`src/rtl/i2s_pkg.sv`:
```
// Shared types and constants for the I2S receive path.
package i2s_pkg;
   typedef enum logic [1:0] {UNLOCKED, ACQUIRE, LOCKED} state_t;

   localparam int SLOT_MAX = 32;
   localparam int CNT_OVF  = 33;

   // Left shift that MSB-aligns an n-bit word held in the low bits of a 32-bit register.
   function automatic logic [5:0] align_shift(input logic [5:0] n);
      return (n >= 6'(SLOT_MAX)) ? 6'd0 : 6'(SLOT_MAX) - n;
   endfunction
endpackage

```
`src/rtl/sync_2ff.sv`:
```
// Two-flop synchronizer for asynchronous level inputs.
module sync_2ff #(
   parameter int WIDTH = 1
) (
   input  logic             clk,
   input  logic             reset_n,
   input  logic [WIDTH-1:0] d,
   output logic [WIDTH-1:0] q
);
   logic [WIDTH-1:0] meta;

   always_ff @(posedge clk or negedge reset_n) begin
      if (!reset_n) begin
         meta <= '0;
         q    <= '0;
      end else begin
         meta <= d;
         q    <= meta;
      end
   end
endmodule

```
`src/rtl/i2s_rx.sv`:
```
// Oversampling I2S receiver: slot-length detection, lock tracking and
// parallel stereo sample output in the master-clock domain.
module i2s_rx
   import i2s_pkg::*;
#(
   parameter int SAMPLE_WIDTH = 16,
   parameter int MIN_SLOT     = 8,
   parameter int TIMEOUT      = 1024
) (
   input  logic                    i_clk,
   input  logic                    reset_n,
   input  logic                    i_bck,
   input  logic                    i_ws,
   input  logic                    i_data,
   output logic [SAMPLE_WIDTH-1:0] o_left,
   output logic [SAMPLE_WIDTH-1:0] o_right,
   output logic                    o_valid,
   output logic                    o_locked,
   output logic [5:0]              o_slot_len,
   output logic                    o_err
);
   localparam int TW = $clog2(TIMEOUT + 1);

   logic bck_s, ws_s, data_s;

   sync_2ff #(.WIDTH(3)) u_sync (
      .clk     (i_clk),
      .reset_n (reset_n),
      .d       ({i_bck, i_ws, i_data}),
      .q       ({bck_s, ws_s, data_s})
   );

   // Registered edge detect; ws/data are captured alongside the rise.
   logic bck_d, rise, ws_r, data_r;

   always_ff @(posedge i_clk or negedge reset_n) begin
      if (!reset_n) begin
         bck_d  <= 1'b0;
         rise   <= 1'b0;
         ws_r   <= 1'b0;
         data_r <= 1'b0;
      end else begin
         bck_d  <= bck_s;
         rise   <= bck_s & ~bck_d;
         ws_r   <= ws_s;
         data_r <= data_s;
      end
   end

   // Bit 31 of the history is never needed again, so only 31 bits are kept.
   logic [30:0]             shreg;
   logic [31:0]             shnew, aligned;
   logic [5:0]              bitcnt, n, nl, nr;
   logic                    ws_prev, ws_seen, frame_done;
   logic [SAMPLE_WIDTH-1:0] sample, left_w, right_w;

   assign shnew   = {shreg, data_r};
   assign n       = (bitcnt == 6'(CNT_OVF)) ? 6'(CNT_OVF) : bitcnt + 6'd1;
   assign aligned = shnew << align_shift(n);
   assign sample  = SAMPLE_WIDTH'(aligned >> (32 - SAMPLE_WIDTH));

   always_ff @(posedge i_clk or negedge reset_n) begin
      if (!reset_n) begin
         shreg      <= '0;
         bitcnt     <= '0;
         ws_prev    <= 1'b0;
         ws_seen    <= 1'b0;
         nl         <= '0;
         nr         <= '0;
         left_w     <= '0;
         right_w    <= '0;
         frame_done <= 1'b0;
      end else begin
         frame_done <= 1'b0;
         if (rise) begin
            shreg   <= shnew[30:0];
            ws_prev <= ws_r;
            ws_seen <= 1'b1;
            // The bit under a changed WS is the LSB of the word that just ended.
            if (ws_seen && (ws_r != ws_prev)) begin
               bitcnt <= '0;
               if (ws_r) begin
                  left_w <= sample;
                  nl     <= n;
               end else begin
                  right_w    <= sample;
                  nr         <= n;
                  frame_done <= 1'b1;
               end
            end else if (bitcnt != 6'(CNT_OVF)) begin
               bitcnt <= bitcnt + 6'd1;
            end
         end
      end
   end

   logic [TW-1:0] idle;
   logic          timeout;

   assign timeout = (idle == TW'(TIMEOUT));

   always_ff @(posedge i_clk or negedge reset_n) begin
      if (!reset_n)      idle <= '0;
      else if (rise)     idle <= '0;
      else if (!timeout) idle <= idle + TW'(1);
   end

   state_t     state, nxt;
   logic [5:0] ref_len;
   logic       legal, good, upd, frame_err;

   assign legal = (nl == nr) && (nr >= 6'(MIN_SLOT)) && (nr <= 6'(SLOT_MAX));
   assign good  = legal && (nr == ref_len);

   always_comb begin
      nxt       = state;
      upd       = 1'b0;
      frame_err = 1'b0;
      if (timeout) begin
         nxt       = UNLOCKED;
         frame_err = (state == LOCKED);
      end else if (frame_done) begin
         case (state)
            UNLOCKED: if (legal) nxt = ACQUIRE;
            ACQUIRE: begin
               if (good) begin
                  nxt = LOCKED;
                  upd = 1'b1;
               end else begin
                  nxt = UNLOCKED;
               end
            end
            LOCKED: begin
               if (good) begin
                  upd = 1'b1;
               end else begin
                  nxt       = UNLOCKED;
                  frame_err = 1'b1;
               end
            end
            default: nxt = UNLOCKED;
         endcase
      end
   end

   always_ff @(posedge i_clk or negedge reset_n) begin
      if (!reset_n) begin
         state      <= UNLOCKED;
         ref_len    <= '0;
         o_left     <= '0;
         o_right    <= '0;
         o_valid    <= 1'b0;
         o_err      <= 1'b0;
         o_slot_len <= '0;
      end else begin
         state   <= nxt;
         o_valid <= upd;
         o_err   <= frame_err;
         if (frame_done && !timeout) begin
            ref_len    <= nr;
            o_slot_len <= nr;
         end
         if (upd) begin
            o_left  <= left_w;
            o_right <= right_w;
         end
      end
   end

   assign o_locked = (state == LOCKED);
endmodule

```
`config.mk`:
```
export PLATFORM = sky130hd
export DESIGN_NAME = i2s_rx
export DESIGN_NICKNAME = d
export VERILOG_FILES = /design/src/rtl/i2s_pkg.sv /design/src/rtl/sync_2ff.sv /design/src/rtl/i2s_rx.sv
export SDC_FILE = /design/constraint.sdc
export NUM_CORES = 1
export LEC_CHECK = 0
export CAP_MARGIN = 20
export CORE_MARGIN = 8
export CORE_UTILIZATION = 30
export CTS_BUF_LIST = sky130_fd_sc_hd__clkbuf_4 sky130_fd_sc_hd__clkbuf_8
export DETAILED_ROUTE_END_ITERATION = 12
export SETUP_SLACK_MARGIN = 0.02
export SYNTH_ARGS = -nofsm -noshare
export SYNTH_HDL_FRONTEND = slang
export SYNTH_SLANG_ARGS = --single-unit
```
`constraint.sdc`:
```
create_clock -name i_clk -period 3.85 [get_ports i_clk]
set_input_delay 1.155 -clock i_clk [delete_from_list [all_inputs] [get_ports i_clk]]
set_output_delay 1.155 -clock i_clk [all_outputs]
set_load 0.02 [all_outputs]
```
### Word-level counts from Yosys, hierarchy flattened

Cells that the tools add are included.

* output and inout port bits: 41
* flip-flop bits (word level): 147
* bits of input ports: 5

* eq/ne operators: 11
* bitwise gates (word level): 3
* $lt $le $gt $ge: 3
* mux-type cells: 23
* add/sub/neg operators: 3
* reductions and logical operators: 14
* shift-type cells: 1

Operators by type and width (number)
* $shl 32x6->32: 1
* $mux 6: 4
* $mux 11: 2
* $eq 6x6->1: 2
* $add 11x1->11 const B: 1
* $eq 11x11->1 const B: 1
* $mux 1: 11
* $mux 2: 5
* $reduce_and 3->1: 3
* $add 6x1->6 const B: 1
* $eq 6x6->1 const B: 1
* $ge 6x4->1 const B: 1
* $ge 6x6->1 const B: 1
* $le 6x6->1 const B: 1
* $ne 3x3->1 const B: 2
* $ne 6x6->1 const B: 1
* $pmux 2 s3: 1
* $sub 6x6->6 const A: 1
* $logic_and 1x1->1: 5
* $reduce_bool 2->1: 2
* $eq 2x1->1 const B: 1
* $eq 2x2->1 const B: 1
* $logic_not 2->1: 1
* $ne 2x2->1 const B: 1
* other kinds (6): 7

### Depth between registers and ports, before layout

* depth after elaboration: 8
* gate-level depth with buffers: 15
* gate-level depth less buffers: 13

### Modules after synthesis

Synthesis repeated with hierarchy kept, for this count alone.

* cell total of the unflattened synthesis: 726
* area, all modules: 7807.5 um^2

By module, submodules not included
* i2s_rx: times used 1, cells an instance 720, area an instance 7657.3 um^2, seq. area each 3528.4 um^2
* sync_2ff: times used 1, cells an instance 6, area an instance 150.1 um^2, seq. area each 150.1 um^2

### Worst setup path after synthesis

OpenSTA, ideal clock, no wires.

* kind: flip-flop to flip-flop
* from: register bitcnt[1]
* to: register left_w[14]
* arrival time: 3.162 ns
* stages on the path, launching flop included: 13
* buffers on the path: 0
* setup slack: 0.546 ns
* period minus slack after synthesis: 3.304 ns
* data required time: 3.708 ns
* library setup time: 0.142 ns
* path through: dfrtp_1 -> inv_1 -> ha_1 -> nand4bb_4 -> nor2_1 -> or2_2 -> ha_1 -> o21ai_2 -> nor2_2 -> mux4_2 -> and3_1 -> a2111oi_0 -> o31ai_1

* cells in the longest elaborated chain, start to end: 5
* elaborated cells between the ends (all ways): 7

RTL lines
* start, declared: line i2s_rx.sv:53 `logic [5:0] bitcnt, n, nl, nr;`
* start signal, assigned: line i2s_rx.sv:91 `bitcnt <= bitcnt + 6'd1;`
* $add 6x1->6 / $eq 6x6->1 (equally long branches): line i2s_rx.sv:58 `assign n = (bitcnt == 6'(CNT_OVF)) ? 6'(CNT_OVF) : bitcnt + 6'd1;`
* $mux 6 *: line i2s_rx.sv:58
* $sub 6x6->6 / $ge 6x6->1 (equally long branches): line i2s_pkg.sv:10 `return (n >= 6'(SLOT_MAX)) ? 6'd0 : 6'(SLOT_MAX) - n;`
* $mux 6 *: line i2s_pkg.sv:10
* $shl 32x6->32 *: line i2s_rx.sv:59 `assign aligned = shnew << align_shift(n);`
* end signal, assigned: line i2s_rx.sv:83 `left_w <= sample;`
* end, declared: line i2s_rx.sv:55 `logic [SAMPLE_WIDTH-1:0] sample, left_w, right_w;`

Every way passes the cells marked *; elsewhere a longest branch is shown, timed or not.
A chain may end at the register's enable or synchronous reset.

### Worst setup path in the final report

Same ends and word-level chain as after synthesis.

==> impl_metrics.sql <==
INSERT INTO impl_metrics (metric_group, metric, value, unit) VALUES
('synthesis', 'ys_ff_latch', '147', ''),
('synthesis', 'synth-xor-area-share', '0.0278', ''),
('cts', 'cts_inserted_buffers', '17', ''),
('finish', 'drive_gt1_frac', '0.204', ''),
('die', 'die_w', '178', 'µm'),
('drt', 'vias_per_cell', '5.36', ''),
('finish', 'nNetsFinal', '818', ''),
('synthesis', 'synth_fa_ha_area_frac', '0.0143', ''),
('synthesis', 'yosys.area.top_type', 'sky130_fd_sc_hd__dfrtp_1', ''),
('sta', 'fin_worst_skew', '0.0132', 'ns'),
('synthesis', 'synth_top_cell_area_share', '0.467', ''),
('sta', 'final-max-slew-violation-count', '0', ''),
('cts', 'htreeDepth', '4', ''),
('die', 'rows', '59', ''),
('worst_setup_path', 'worstSetupPathType', 'flop to flop', ''),
('finish', 'n_antenna_cell', '0', ''),
('synthesis', 'synth-seq-area-share', '0.467', ''),
('worst_setup_path', 'worst-endpoint-arrival', '4.00', 'ns'),
('cts', 'clk_pin_slew', '0.08', 'ns'),
('global_route', 'grt_antenna_before_repair', '0', ''),
('place', 'placed_cell_area', '8770', 'µm²'),
('sta', 'tightest_slew', '0.889', 'ns'),
('power_and_ir_drop', 'cellLeakagePower', '3.96', 'nW'),
('global_route', 'grtUsageTotal', '0.129', ''),
('synthesis', 'combinational_family_with_the_most_area_after_synthesis', 'compound AO/OA/AOI/OAI gates', ''),
('synthesis', 'yosysWarningCount', '0', ''),
('synthesis', 'synth-simple-area-share', '0.139', ''),
('place', 'gp_routability_congestion', '0.937', ''),
('drt', 'detail-route-antenna-nets', '0', ''),
('synthesis', 'synth_fp_nets', '772', ''),
('sta', 'final_hold_viol_count', '0', ''),
('drt', 'drt-pass1-iter-count', '5', ''),
('sta', 'rsz0062_at_grt', 'false', ''),
('synthesis', 'synth_cell_type_count', '67', ''),
('synthesis', 'post_synth_mux_area_share', '0.154', ''),
('worst_setup_path', 'setup.worst_path.end_class', 'flop', ''),
('drt', 'drt_iter0_markers', '709', ''),
('finish', 'finalInstanceArea', '9180', 'µm²'),
('worst_setup_path', 'timing.critical_path.fanout_max', '10', ''),
('cts', 'cts_root_buf', 'sky130_fd_sc_hd__clkbuf_8', ''),
('sta', 'finalWorstPathRequiredPeriod', '3.63', 'ns'),
('global_route', 'grt_pass1_vias', '5887', ''),
('synthesis', 'synth-compound-area-share', '0.165', ''),
('drt', 'wirelength', '20200', 'µm'),
('worst_setup_path', 'setup.worst_path.start_class', 'flop', ''),
('power_and_ir_drop', 'p_total', '5.73', 'mW'),
('place', 'portBuffers', '45', ''),
('drt', 'routedWlPerCell', '17.6', 'µm'),
('min_path', 'hold_path.class', 'flop to flop', ''),
('sta', 'maxClockFrequency', '275', 'MHz'),
('synthesis', 'synth.top_cells.by_area', 'sky130_fd_sc_hd__dfrtp_1 47%, sky130_fd_sc_hd__mux2_2 11%, sky130_fd_sc_hd__nand2_1 3.5%', ''),
('flow_run', 'cap_viol_max_count', '0', ''),
('worst_setup_path', 'ff2ff_path_depth', '14', ''),
('synthesis', 'syn-mean-instance-area', '10.4', 'µm²'),
('synthesis', 'async_flop_share', '1.00', ''),
('run_status', 'status', 'finished, final reports clean', ''),
('drt', 'route.vias.total', '6175', ''),
('synthesis', 'synth_top_flop_cell', 'sky130_fd_sc_hd__dfrtp_1', ''),
('min_path', 'min_delay_path_depth', '0', ''),
('global_route', 'grt_first_pass_wirelength', '32900', 'µm'),
('die', 'die_height', '178', 'µm'),
('cts', 'cts.path.max_buffers', '2', ''),
('die', 'floorplan.io_pins', '46', ''),
('power_and_ir_drop', 'p_per_area', '624', 'nW/µm²'),
('drt', 'drt_drc_violations_left', '0', ''),
('power_and_ir_drop', 'ir_worst_vdd', '0.000242', 'V'),
('global_route', 'globalRouteOverflowTotal', '0', ''),
('die', 'floorplan.die_area', '31700', 'µm²'),
('sta', 'totalNegativeSetupSlack', '0', 'ns'),
('sta', 'final_critical_path_setup_slack', '0.217', 'ns'),
('sta', 'final_setup_violating_endpoints', '0', '');
[synth_stat cells, types with 5 or more instances]
library cell,n
sky130_fd_sc_hd__clkbuf_1,31
sky130_fd_sc_hd__o211ai_1,19
sky130_fd_sc_hd__mux2_2,77
sky130_fd_sc_hd__nand3_1,24
sky130_fd_sc_hd__a211oi_1,11
sky130_fd_sc_hd__inv_1,10
sky130_fd_sc_hd__buf_2,12
sky130_fd_sc_hd__nand4_1,11
sky130_fd_sc_hd__mux2i_1,26
sky130_fd_sc_hd__a311oi_1,14
sky130_fd_sc_hd__nor4_1,6
sky130_fd_sc_hd__or2_2,5
sky130_fd_sc_hd__xor2_1,15
sky130_fd_sc_hd__and3_1,6
sky130_fd_sc_hd__o31ai_1,18
sky130_fd_sc_hd__nor3_1,12
sky130_fd_sc_hd__o22ai_1,8
sky130_fd_sc_hd__nor2_1,47
sky130_fd_sc_hd__o21ai_0,49
sky130_fd_sc_hd__o21a_1,5
sky130_fd_sc_hd__a21oi_1,24
sky130_fd_sc_hd__dfrtp_1,147
sky130_fd_sc_hd__a22oi_1,6
sky130_fd_sc_hd__xnor2_1,10
sky130_fd_sc_hd__o2111ai_1,5
sky130_fd_sc_hd__nand2_1,73
sky130_fd_sc_hd__ha_1,9
[worst paths after layout]
check,from,endpoint,slack (ns)
worst max-delay path,bitcnt[1]$_DFFE_PN0P_,left_w[14]$_DFFE_PN0P_,0.22
worst min-delay path,u_sync.meta[2]$_DFF_PN0_,u_sync.q[2]$_DFF_PN0_,0.35
worst max register to register,bitcnt[1]$_DFFE_PN0P_,left_w[14]$_DFFE_PN0P_,0.22
worst min register to register,u_sync.meta[2]$_DFF_PN0_,u_sync.q[2]$_DFF_PN0_,0.35
max in group asynchronous,reset_n,shreg[17]$_DFFE_PN0P_,2.45
min in group asynchronous,reset_n,o_left[6]$_DFFE_PN0P_,0.60
[timing repair]
item                       4_1_cts  5_1_grt
setup buffers                    0        0
hold buffers                     0        0
gates resized for setup          0        7
setup endpoints to repair        0       22
[state kept, by name, indices dropped and copies added (netlist names), 2 cells and up]
| signal | flops |
|---|---|
| shreg | 31 |
| left_w | 16 |
| o_left | 16 |
| o_right | 16 |
| right_w | 16 |
| idle | 11 |
| bitcnt | 6 |
| nl | 6 |
| nr | 6 |
| ref_len | 6 |
| u_sync.meta | 3 |
| u_sync.q | 3 |
| state | 2 |
[logic make-up after synthesis]
| group | count (synthesis) |
|---|---|
| XOR/XNOR | 25 |
| adder cells (fa/ha/maj) | 9 |
| AO/OA/AOI/OAI | 192 |
| multiplexers | 107 |
| flip-flops | 147 |
| buffers and inverters | 60 |
| AND/OR/NAND/NOR | 218 |
[per-stage QoR]
step	instances	util	hold WS (ns)
2_1_floorplan	758	-	0.331
3_3_place_gp	1119	0.339	0.332
3_5_place_dp	1119	0.339	0.336
4_1_cts	1151	0.353	0.358
5_1_grt	1152	0.354	0.360
6_report	1152	0.354	0.354
[report_power, final]
part	switching, mW	internal [mW]
clock	0.655	0.528
sequential	0.237	1.83
combinational	1.53	0.950
total	2.42	3.31
[final cells by class]
type / count / area, µm²
tap: 335 / 419
fill: 2602 / 16700
inverter: 11 / 41.3
clock buffer: 17 / 234
multi-input combinational: 552 / 3970
clock inverter: 15 / 149
sequential: 147 / 3680
timing repair buffer: 75 / 693
[worst max-delay path, cell delays in order (launching register included)]
cell                        delay (ns)
sky130_fd_sc_hd__dfrtp_1          0.41
sky130_fd_sc_hd__inv_1            0.08
sky130_fd_sc_hd__ha_1             0.20
sky130_fd_sc_hd__nand4bb_4        0.18
sky130_fd_sc_hd__nor2_2           0.17
sky130_fd_sc_hd__or2_2            0.15
sky130_fd_sc_hd__ha_2             0.23
sky130_fd_sc_hd__inv_1            0.10
sky130_fd_sc_hd__nor3_4           0.34
sky130_fd_sc_hd__or3_4            0.28
sky130_fd_sc_hd__nor2_1           0.09
sky130_fd_sc_hd__buf_4            0.17
sky130_fd_sc_hd__a2111oi_0        0.70
sky130_fd_sc_hd__a2111oi_1        0.16
sky130_fd_sc_hd__o31ai_1          0.28
[per-layer routing]
metal / GRT usage / share of wire
met1: 0.182 / 0.48
met2: 0.195 / 0.45
met3: 0.0207 / 0.053
met4: 0.0483 / 0.020
met5: 0 / 0
[layout by cell type, fill, tap and decap left out, types with 19 or more instances in the layout]
cell type                         count
sky130_fd_sc_hd__nor2_1              45
sky130_fd_sc_hd__o21ai_0             49
sky130_fd_sc_hd__mux2_2              77
sky130_fd_sc_hd__buf_4               28
sky130_fd_sc_hd__nand3_1             24
sky130_fd_sc_hd__dfrtp_1            146
sky130_fd_sc_hd__nand2_1             73
sky130_fd_sc_hd__clkdlybuf4s50_1     44
sky130_fd_sc_hd__o211ai_1            19
sky130_fd_sc_hd__a21oi_1             24
sky130_fd_sc_hd__mux2i_1             26
(Power assumes the default switching activity.)
